===== src/rtl/riscv_muldiv_unit.sv =====
// RV32M/RV64M execute unit: radix-2 iterative multiply/divide with an optional
// single-cycle multiplier, valid/ready on both sides and a destination tag.
module riscv_muldiv_unit #(
  parameter int XLEN     = 32,
  parameter int FAST_MUL = 0,
  parameter int CNT_W    = $clog2(XLEN) + 1
) (
  input  logic            i_clk,
  input  logic            i_rst_n,
  input  logic            i_valid,
  output logic            o_ready,
  input  logic [6:0]      i_opcode,
  input  logic [2:0]      i_funct3,
  input  logic [6:0]      i_funct7,
  input  logic [XLEN-1:0] i_rs1,
  input  logic [XLEN-1:0] i_rs2,
  input  logic [4:0]      i_rd,
  input  logic            i_flush,
  output logic            o_is_m,
  output logic            o_valid,
  input  logic            i_ready,
  output logic [XLEN-1:0] o_result,
  output logic [4:0]      o_rd
);

  typedef enum logic [1:0] {S_IDLE, S_CALC, S_FIX, S_DONE} state_t;

  state_t              r_state;
  state_t              w_next;
  logic [2:0]          r_op;
  logic                r_neg_q;
  logic                r_neg_r;
  logic [CNT_W-1:0]    r_cnt;
  logic [2*XLEN-1:0]   r_a;
  logic [2*XLEN-1:0]   r_acc;
  logic [XLEN-1:0]     r_b;
  logic [XLEN-1:0]     r_result;
  logic [4:0]          r_rd;

  logic                w_accept;
  logic                w_sgn_a;
  logic                w_sgn_b;
  logic                w_a_neg;
  logic                w_b_neg;
  logic [XLEN-1:0]     w_mag_a;
  logic [XLEN-1:0]     w_mag_b;
  logic                w_div_zero;
  logic                w_div_ovf;
  logic                w_special;
  logic [XLEN-1:0]     w_special_val;
  logic                w_fast;
  logic [2*XLEN-1:0]   w_fast_prod;
  logic [XLEN:0]       w_shift;
  logic [XLEN:0]       w_diff;
  logic [2*XLEN-1:0]   w_sum;

  // Product bits come from prod; quotient/remainder from quo/rem. Signs go on last.
  function automatic logic [XLEN-1:0] fix_result(
    input logic [2:0]        op,
    input logic              neg_q,
    input logic              neg_r,
    input logic [2*XLEN-1:0] prod,
    input logic [XLEN-1:0]   quo,
    input logic [XLEN-1:0]   rem
  );
    logic [2*XLEN-1:0] p;
    p = neg_q ? -prod : prod;
    if (!op[2])
      return (op[1:0] == 2'b00) ? p[XLEN-1:0] : p[2*XLEN-1:XLEN];
    else if (op[1])
      return neg_r ? -rem : rem;
    else
      return neg_q ? -quo : quo;
  endfunction

  assign o_is_m   = (i_opcode == 7'b0110011) && (i_funct7 == 7'b0000001);
  assign o_ready  = (r_state == S_IDLE);
  assign o_valid  = (r_state == S_DONE);
  assign o_result = r_result;
  assign o_rd     = r_rd;
  assign w_accept = i_valid & o_ready & o_is_m & ~i_flush;

  // MUL is treated as signed*signed: its low half is identical either way.
  assign w_sgn_a = i_funct3[2] ? ~i_funct3[0] : (i_funct3[1:0] != 2'b11);
  assign w_sgn_b = i_funct3[2] ? ~i_funct3[0] : ~i_funct3[1];
  assign w_a_neg = w_sgn_a & i_rs1[XLEN-1];
  assign w_b_neg = w_sgn_b & i_rs2[XLEN-1];
  assign w_mag_a = w_a_neg ? -i_rs1 : i_rs1;
  assign w_mag_b = w_b_neg ? -i_rs2 : i_rs2;

  assign w_div_zero    = (i_rs2 == '0);
  assign w_div_ovf     = ~i_funct3[0] && (i_rs1 == {1'b1, {(XLEN-1){1'b0}}}) && (i_rs2 == '1);
  assign w_special     = i_funct3[2] & (w_div_zero | w_div_ovf);
  assign w_special_val = w_div_zero ? (i_funct3[1] ? i_rs1 : '1)
                                    : (i_funct3[1] ? '0 : i_rs1);
  assign w_fast        = (FAST_MUL != 0) && !i_funct3[2];
  assign w_fast_prod   = {{XLEN{1'b0}}, w_mag_a} * {{XLEN{1'b0}}, w_mag_b};

  assign w_shift = {r_acc[XLEN-1:0], r_a[XLEN-1]};
  assign w_diff  = w_shift - {1'b0, r_b};
  assign w_sum   = r_acc + r_a;

  always_ff @(posedge i_clk or negedge i_rst_n) begin
    if (!i_rst_n) r_state <= S_IDLE;
    else          r_state <= w_next;
  end

  always_comb begin
    w_next = r_state;
    if (i_flush) begin
      w_next = S_IDLE;
    end else begin
      unique case (r_state)
        S_IDLE: if (w_accept) w_next = (w_special || w_fast) ? S_DONE : S_CALC;
        S_CALC: if (r_cnt == CNT_W'(1)) w_next = S_FIX;
        S_FIX:  w_next = S_DONE;
        S_DONE: if (i_ready) w_next = S_IDLE;
        default: w_next = S_IDLE;
      endcase
    end
  end

  // Datapath: r_a/r_b/r_acc are multiplicand/multiplier/product for multiplies and
  // quotient-dividend/divisor/remainder for divides.
  always_ff @(posedge i_clk or negedge i_rst_n) begin
    if (!i_rst_n) begin
      r_op     <= '0;
      r_neg_q  <= 1'b0;
      r_neg_r  <= 1'b0;
      r_cnt    <= '0;
      r_a      <= '0;
      r_b      <= '0;
      r_acc    <= '0;
      r_result <= '0;
      r_rd     <= '0;
    end else if (!i_flush) begin
      case (r_state)
        S_IDLE: begin
          if (w_accept) begin
            r_op    <= i_funct3;
            r_rd    <= i_rd;
            r_neg_q <= w_a_neg ^ w_b_neg;
            r_neg_r <= w_a_neg;
            r_cnt   <= CNT_W'(XLEN);
            r_a     <= {{XLEN{1'b0}}, w_mag_a};
            r_b     <= w_mag_b;
            r_acc   <= '0;
            if (w_special)
              r_result <= w_special_val;
            else if (w_fast)
              r_result <= fix_result(i_funct3, w_a_neg ^ w_b_neg, w_a_neg, w_fast_prod,
                                     '0, '0);
          end
        end
        S_CALC: begin
          r_cnt <= r_cnt - CNT_W'(1);
          if (!r_op[2]) begin
            if (r_b[0]) r_acc <= w_sum;
            r_a <= r_a << 1;
            r_b <= r_b >> 1;
          end else if (!w_diff[XLEN]) begin
            r_acc <= {{XLEN{1'b0}}, w_diff[XLEN-1:0]};
            r_a   <= {r_a[2*XLEN-1:XLEN], r_a[XLEN-2:0], 1'b1};
          end else begin
            r_acc <= {{XLEN{1'b0}}, w_shift[XLEN-1:0]};
            r_a   <= {r_a[2*XLEN-1:XLEN], r_a[XLEN-2:0], 1'b0};
          end
        end
        S_FIX: begin
          r_result <= fix_result(r_op, r_neg_q, r_neg_r, r_acc, r_a[XLEN-1:0],
                                 r_acc[XLEN-1:0]);
        end
        default: ;
      endcase
    end
  end

endmodule


===== config.mk =====
export PLATFORM = sky130hd
export DESIGN_NAME = riscv_muldiv_unit
export DESIGN_NICKNAME = d
export VERILOG_FILES = /design/src/rtl/riscv_muldiv_unit.sv
export SDC_FILE = /design/constraint.sdc
export NUM_CORES = 1
export LEC_CHECK = 0
export CAP_MARGIN = 20
export CELL_PAD_IN_SITES_DETAIL_PLACEMENT = 2
export CELL_PAD_IN_SITES_GLOBAL_PLACEMENT = 2
export CORE_MARGIN = 4
export CORE_UTILIZATION = 39
export CTS_CLUSTER_SIZE = 12
export DETAILED_ROUTE_END_ITERATION = 7
export PLACE_DENSITY = 0.95
export SYNTH_ARGS = -nofsm -noshare
export SYNTH_HDL_FRONTEND = slang
export SYNTH_SLANG_ARGS = --single-unit
export TNS_END_PERCENT = 1

===== constraint.sdc =====
create_clock -name i_clk -period 9.5 [get_ports i_clk]
set_clock_uncertainty 0.1 [all_clocks]
set_input_delay 1.9 -clock i_clk [delete_from_list [all_inputs] [get_ports i_clk]]
set_output_delay 1.9 -clock i_clk [all_outputs]
set_load 0.02 [all_outputs]

# Yosys cells after proc, flatten, opt, wreduce, memory -nomap -nowiden
# Index checks and enable logic that the tools add are counted.
# classes
addsub	8
eq_ne	16
n_mux	36
n_bitwise	11
reduce_logical	14
# ops
op	n
$mux 32	15
$mux 64	6
$pmux 64 s2	2
$neg 32->32	4
$pmux 32 s2	2
$add 64x64->64	1
$eq 32x32->1 const B	2
$neg 64->64	1
$sub 33x32->33	1
$logic_not 32->1	1
$pmux 6 s2	1
$reduce_and 4->1	3
$mux 2	5
$reduce_and 3->1	3
$pmux 2 s4	1
$eq 7x1->1 const B	1
$eq 7x6->1 const B	1
$and 1x1->1	6
$eq 6x1->1 const B	1
$mux 6	1
$ne 3x3->1 const B	2
$sub 6x1->6 const B	1
$eq 2x2->1 const B	2
$logic_not 2->1	2
other kinds (11)	20
# totals
regBits	210
input_bits	91
out_inout_bits	40
word_cells	96

# Depth between registers and ports, before layout
# depth
word_depth	9
ltp_mapped	15

# Worst setup path before layout
# Ideal clock, no wire load.
# synth_timing
kind	input-to-reg
startpoint	in i_opcode[3]
endpoint	reg r_acc[0]
setup_ps	96
t_arrival_ps	5117
t_required_ps	9304
slack_ps	4187
path_stages	12
path_cell_list	or4b_1 -> nor4_1 -> and2_1 -> nand2_1 -> a21oi_1 -> nand2_1 -> nor2_1 -> and2_1 -> clkbuf_1 -> clkbuf_1 -> a22oi_1 -> o31ai_1
# synth_between
elab_chain_cells	6
# synth_lines
item	line	rtl
from (decl)	12	input logic [6:0] i_opcode,
$eq 7x6->1	76	assign o_is_m = (i_opcode == 7'b0110011) && (i_funct7 == 7'b0000001);
$logic_and 1x1->1	76	
via o_is_m	19	output logic o_is_m,
$and 1x1->1 (2 in series)	81	assign w_accept = i_valid & o_ready & o_is_m & ~i_flush;
$ne 2x1->1 (no line)	-	
$reduce_and 4->1 (no line)	-	
to (signal assigned)	158	if (r_b[0]) r_acc <= w_sum;
to (signal assigned)	162	r_acc <= {{XLEN{1'b0}}, w_diff[XLEN-1:0]};
to (signal assigned)	165	r_acc <= {{XLEN{1'b0}}, w_shift[XLEN-1:0]};
to (decl)	35	logic [2*XLEN-1:0] r_acc;
# The timed path passes the listed nets, and every way through them passes these cells.
# A chain may end at the register's enable or synchronous reset.

# Worst setup path after layout
# layout_timing
startpoint	in i_rs2[0]
endpoint	reg r_result[5], in the netlist o_result[5]
# layout_between
elab_chain_cells	6
elab_cells_between_ends	11
# layout_lines
item	line	rtl
from (decl)	16	input logic [XLEN-1:0] i_rs2,
$eq 32x32->1	92	assign w_div_ovf = ~i_funct3[0] && (i_rs1 == {1'b1, {(XLEN-1){1'b0}}}) && (i_rs2 == '1);
$logic_and 1x1->1	92	
$or 1x1->1	93	assign w_special = i_funct3[2] & (w_div_zero | w_div_ovf);
$and 1x1->1	93	
$ne 2x1->1 (no line)	-	
$reduce_and 4->1 (no line)	-	
to (signal assigned)	149	r_result <= w_special_val;
to (signal assigned)	151	r_result <= fix_result(i_funct3, w_a_neg ^ w_b_neg, w_a_neg, w_fast_prod,
to (signal assigned)	170	r_result <= fix_result(r_op, r_neg_q, r_neg_r, r_acc, r_a[XLEN-1:0],
to (decl)	37	logic [XLEN-1:0] r_result;
# Several ways; a longest one is shown, not always the timed one. The select of a mux whose other input is x is not followed.

==> results.tsv <==
stage	metric	value	unit
outcome	status	completed	
synthesis	ys_async_sr_fraction	1.00	
grt	antenna_found_initial	8	
setup_path	worstSetupStartpointType	input port	
sta	slew_headroom	0.232	
sta	hold_violations	0	
sta	finalMaxSlewViolations	0	
cells_and_area	stdcell_area	22200	sq um
setup_path	critical_path.reg2reg.startpoint	r_acc[1]$_DFFE_PN0P_	
drt	drc	0	
synthesis	syn-num-nets	2730	
drt	dr.pass1.iters	5	
cells_and_area	syn_to_final_growth	14.3	%
pwr	cellPowerDensity	230	nW/um^2
cells_and_area	finalNonFillerCells	3250	
setup_path	path_class	in2reg	
placement	io_buffer_count	130	
hold_path	worstHoldPathType	reg2reg	
cts	cts_setup_buffers	0	
floorplan	num_io_pins	131	
sta	rsz0062_at_grt	false	
grt	grt_max_degree	102	
pwr	p_total	5110	uW
floorplan	dieWidth	231	um
synthesis	netlist_instances	2531	
cts	cts-resized-gates	0	
placement	dp_cells	3190	
setup_path	endpoint_kind	flip-flop	
synthesis	synth-seq-cells	210	
grt	gr-total-overflow	0	
cells_and_area	fillers	5459	
flow_run	maxCapViolCount	0	
cells_and_area	final_common_cell	nand2_1	
sta	fin_crit_sh	0.742	
drt	drt-initial-drc-count	2396	
placement	preCtsSetupSlack	2.50	ns
synthesis	syn_area_per_cell	7.68	sq um
cts	root_buffer	clkbuf_16	
sta	finalSetupViolations	0	
grt	grt_pass1_vias	24800	
synthesis	synth_area	19400	sq um
placement	gp_congestion	0.925	
cts	cts_made_buffers	29	
synthesis	yosysSeqAreaShare	0.270	
drt	viasPerCell	6.94	
floorplan	dieArea	53500	sq um
cts	clkTransAtPathRegs	0.07	ns
sta	postLayoutSetupSlackWorst	2.46	ns
synthesis	synth_cell_types	77	
hold_path	hold_start	o_result[23]$_DFFE_PN0P_	
cts	postCtsHoldBufs	0	
pwr	peakVddDrop	0.000147	V
cts	h-tree-depth	1	
placement	dp_hpwl	71.3	mm
cts	clock_path_buffers	3	
sta	period_needed	7.04	ns
cts	clock-sinks	210	
drt	wl	108	mm
cells_and_area	drive_above_1_share	0.0515	
synthesis	synth_ff_type	dfrtp_1	
cts	clk_latency	0.62	ns
floorplan	die_h	231	um
cells_and_area	nets	2759	
sta	tightest_slew	1.14	ns
setup_path	crit_fanout	54	
drt	post_drt_wl_per_cell	33.2	um
setup_path	worstPathRequired	9.83	ns
floorplan	coreArea	49200	sq um
placement	dpl_cell_area	21200	sq um
sta	fin_setup_tns	0	ns
setup_path	crit_arrival	7.38	ns
floorplan	placementRows	81	
sta	fmax	0.142	GHz
synthesis	synth_edf_count	0	
drt	ant_nets	0	
grt	grt_pass1_wl	163	mm
cells_and_area	final_cell_mix	311 x nand2_1, 279 x o21ai_0, 258 x a21oi_1	
setup_path	crit_start	i_rs2[0]	
drt	dr_total_vias	22600	
pwr	power.leakage	0.00939	uW
synthesis	yosys_warnings	0	
floorplan	initial_utilization	0.396	
cts	cts_tree	done	
grt	grt_usage	0.389	
## worst max-delay path: stages
cell	delay (ns)
clkdlybuf4s50_1	0.52
inv_1	0.15
ha_1	0.20
or3b_2	0.51
nor4_1	0.72
nand2_1	0.35
nor4_2	0.61
nand2_1	0.28
nor3b_4	0.24
buf_4	0.44
o21ai_1	0.23
o21a_1	0.23
buf_4	0.29
o21ai_0	0.67
## report_power, final
part	internal, uW	switching, uW
combinational	805	1660
clock	652	518
sequential	1090	390
## stage by stage
step,hold WS (ns),util
after CTS,0.414,0.451
after floorplan,0.372,-
final,0.407,0.452
after global routing,0.434,0.452
after detailed placement,0.392,0.431
after global placement,0.361,0.431
## final cells by class
class	count	area, sq um	area share
Timing Repair Buffer	160	1550	0.0698
Multi-Input combinational cell	2080	13300	0.599
Sequential cell	210	5260	0.237
Tap cell	664	831	0.0374
Clock inverter	14	118	0.00529
Antenna cell	3	7.51	0.000338
Clock buffer	40	847	0.0381
Inverter	79	297	0.0133
## final timing paths
path	endpoint	slack [ns]	cells past startpoint
hold reg to reg	o_result[23]$_DFFE_PN0P_	0.41	2
max in group asynchronous	r_a[34]$_DFFE_PN0P_	6.54	2
setup reg to reg	r_acc[63]$_DFFE_PN0P_	4.23	12
min in group asynchronous	o_result[11]$_DFFE_PN0P_	1.25	1
hold / removal	o_result[23]$_DFFE_PN0P_	0.41	2
setup / recovery	o_result[5]$_DFFE_PN0P_	2.46	14
## synth_stat cells, types with 9 or more instances
cell      number  area share
nand2_1      313       0.060
o21ai_0      280       0.072
a21oi_1      258       0.066
dfrtp_1      210        0.27
nor2_1       158       0.030
clkbuf_1     150       0.029
xnor2_1      134       0.060
xor2_1       108       0.049
ha_1         106       0.068
inv_1         78       0.015
a21o_1        61       0.024
nand4_1       40       0.013
nand3_1       39       0.010
o31ai_1       39       0.015
nor3_1        38      0.0098
or3_1         38       0.012
a22o_1        35       0.016
o211ai_1      35       0.014
mux2i_1       27       0.014
a22oi_1       24      0.0093
a31oi_1       24      0.0077
maj3_1        23       0.012
nor4_1        22      0.0071
o21a_1        19      0.0073
nand2b_1      18      0.0058
o21bai_1      18      0.0069
o221ai_1      18      0.0081
nor2b_1       17      0.0055
or4_1         17      0.0066
a211oi_1      15      0.0058
and3_1        15      0.0048
o41ai_1       14      0.0063
or2_2         14      0.0045
o21ai_1       12      0.0031
buf_1          9      0.0017
## registers in the layout, indices dropped and copies added (netlist names)
register  count
o_result     32
r_acc        64
o_rd          5
r_state       2
r_a          64
r_neg_r       1
r_b          32
r_neg_q       1
r_cnt         6
r_op          3
## kinds of logic after synthesis
family          Yosys count  share of synthesized area
flops                   210                      0.270
simple gates            765                      0.186
mux                      36                     0.0197
compound gates          906                      0.286
buf+inv                 241                     0.0467
xor+xnor                242                      0.109
fa+ha+maj               131                     0.0821
## layer usage
layer,part of all wire,routed length (um),global-route usage
met3,0.080,8640,0.0847
met2,0.47,50600,0.651
met5,0.00058,63,0
met1,0.38,40900,0.462
met4,0.071,7670,0.223
(Power assumes the default switching activity.)
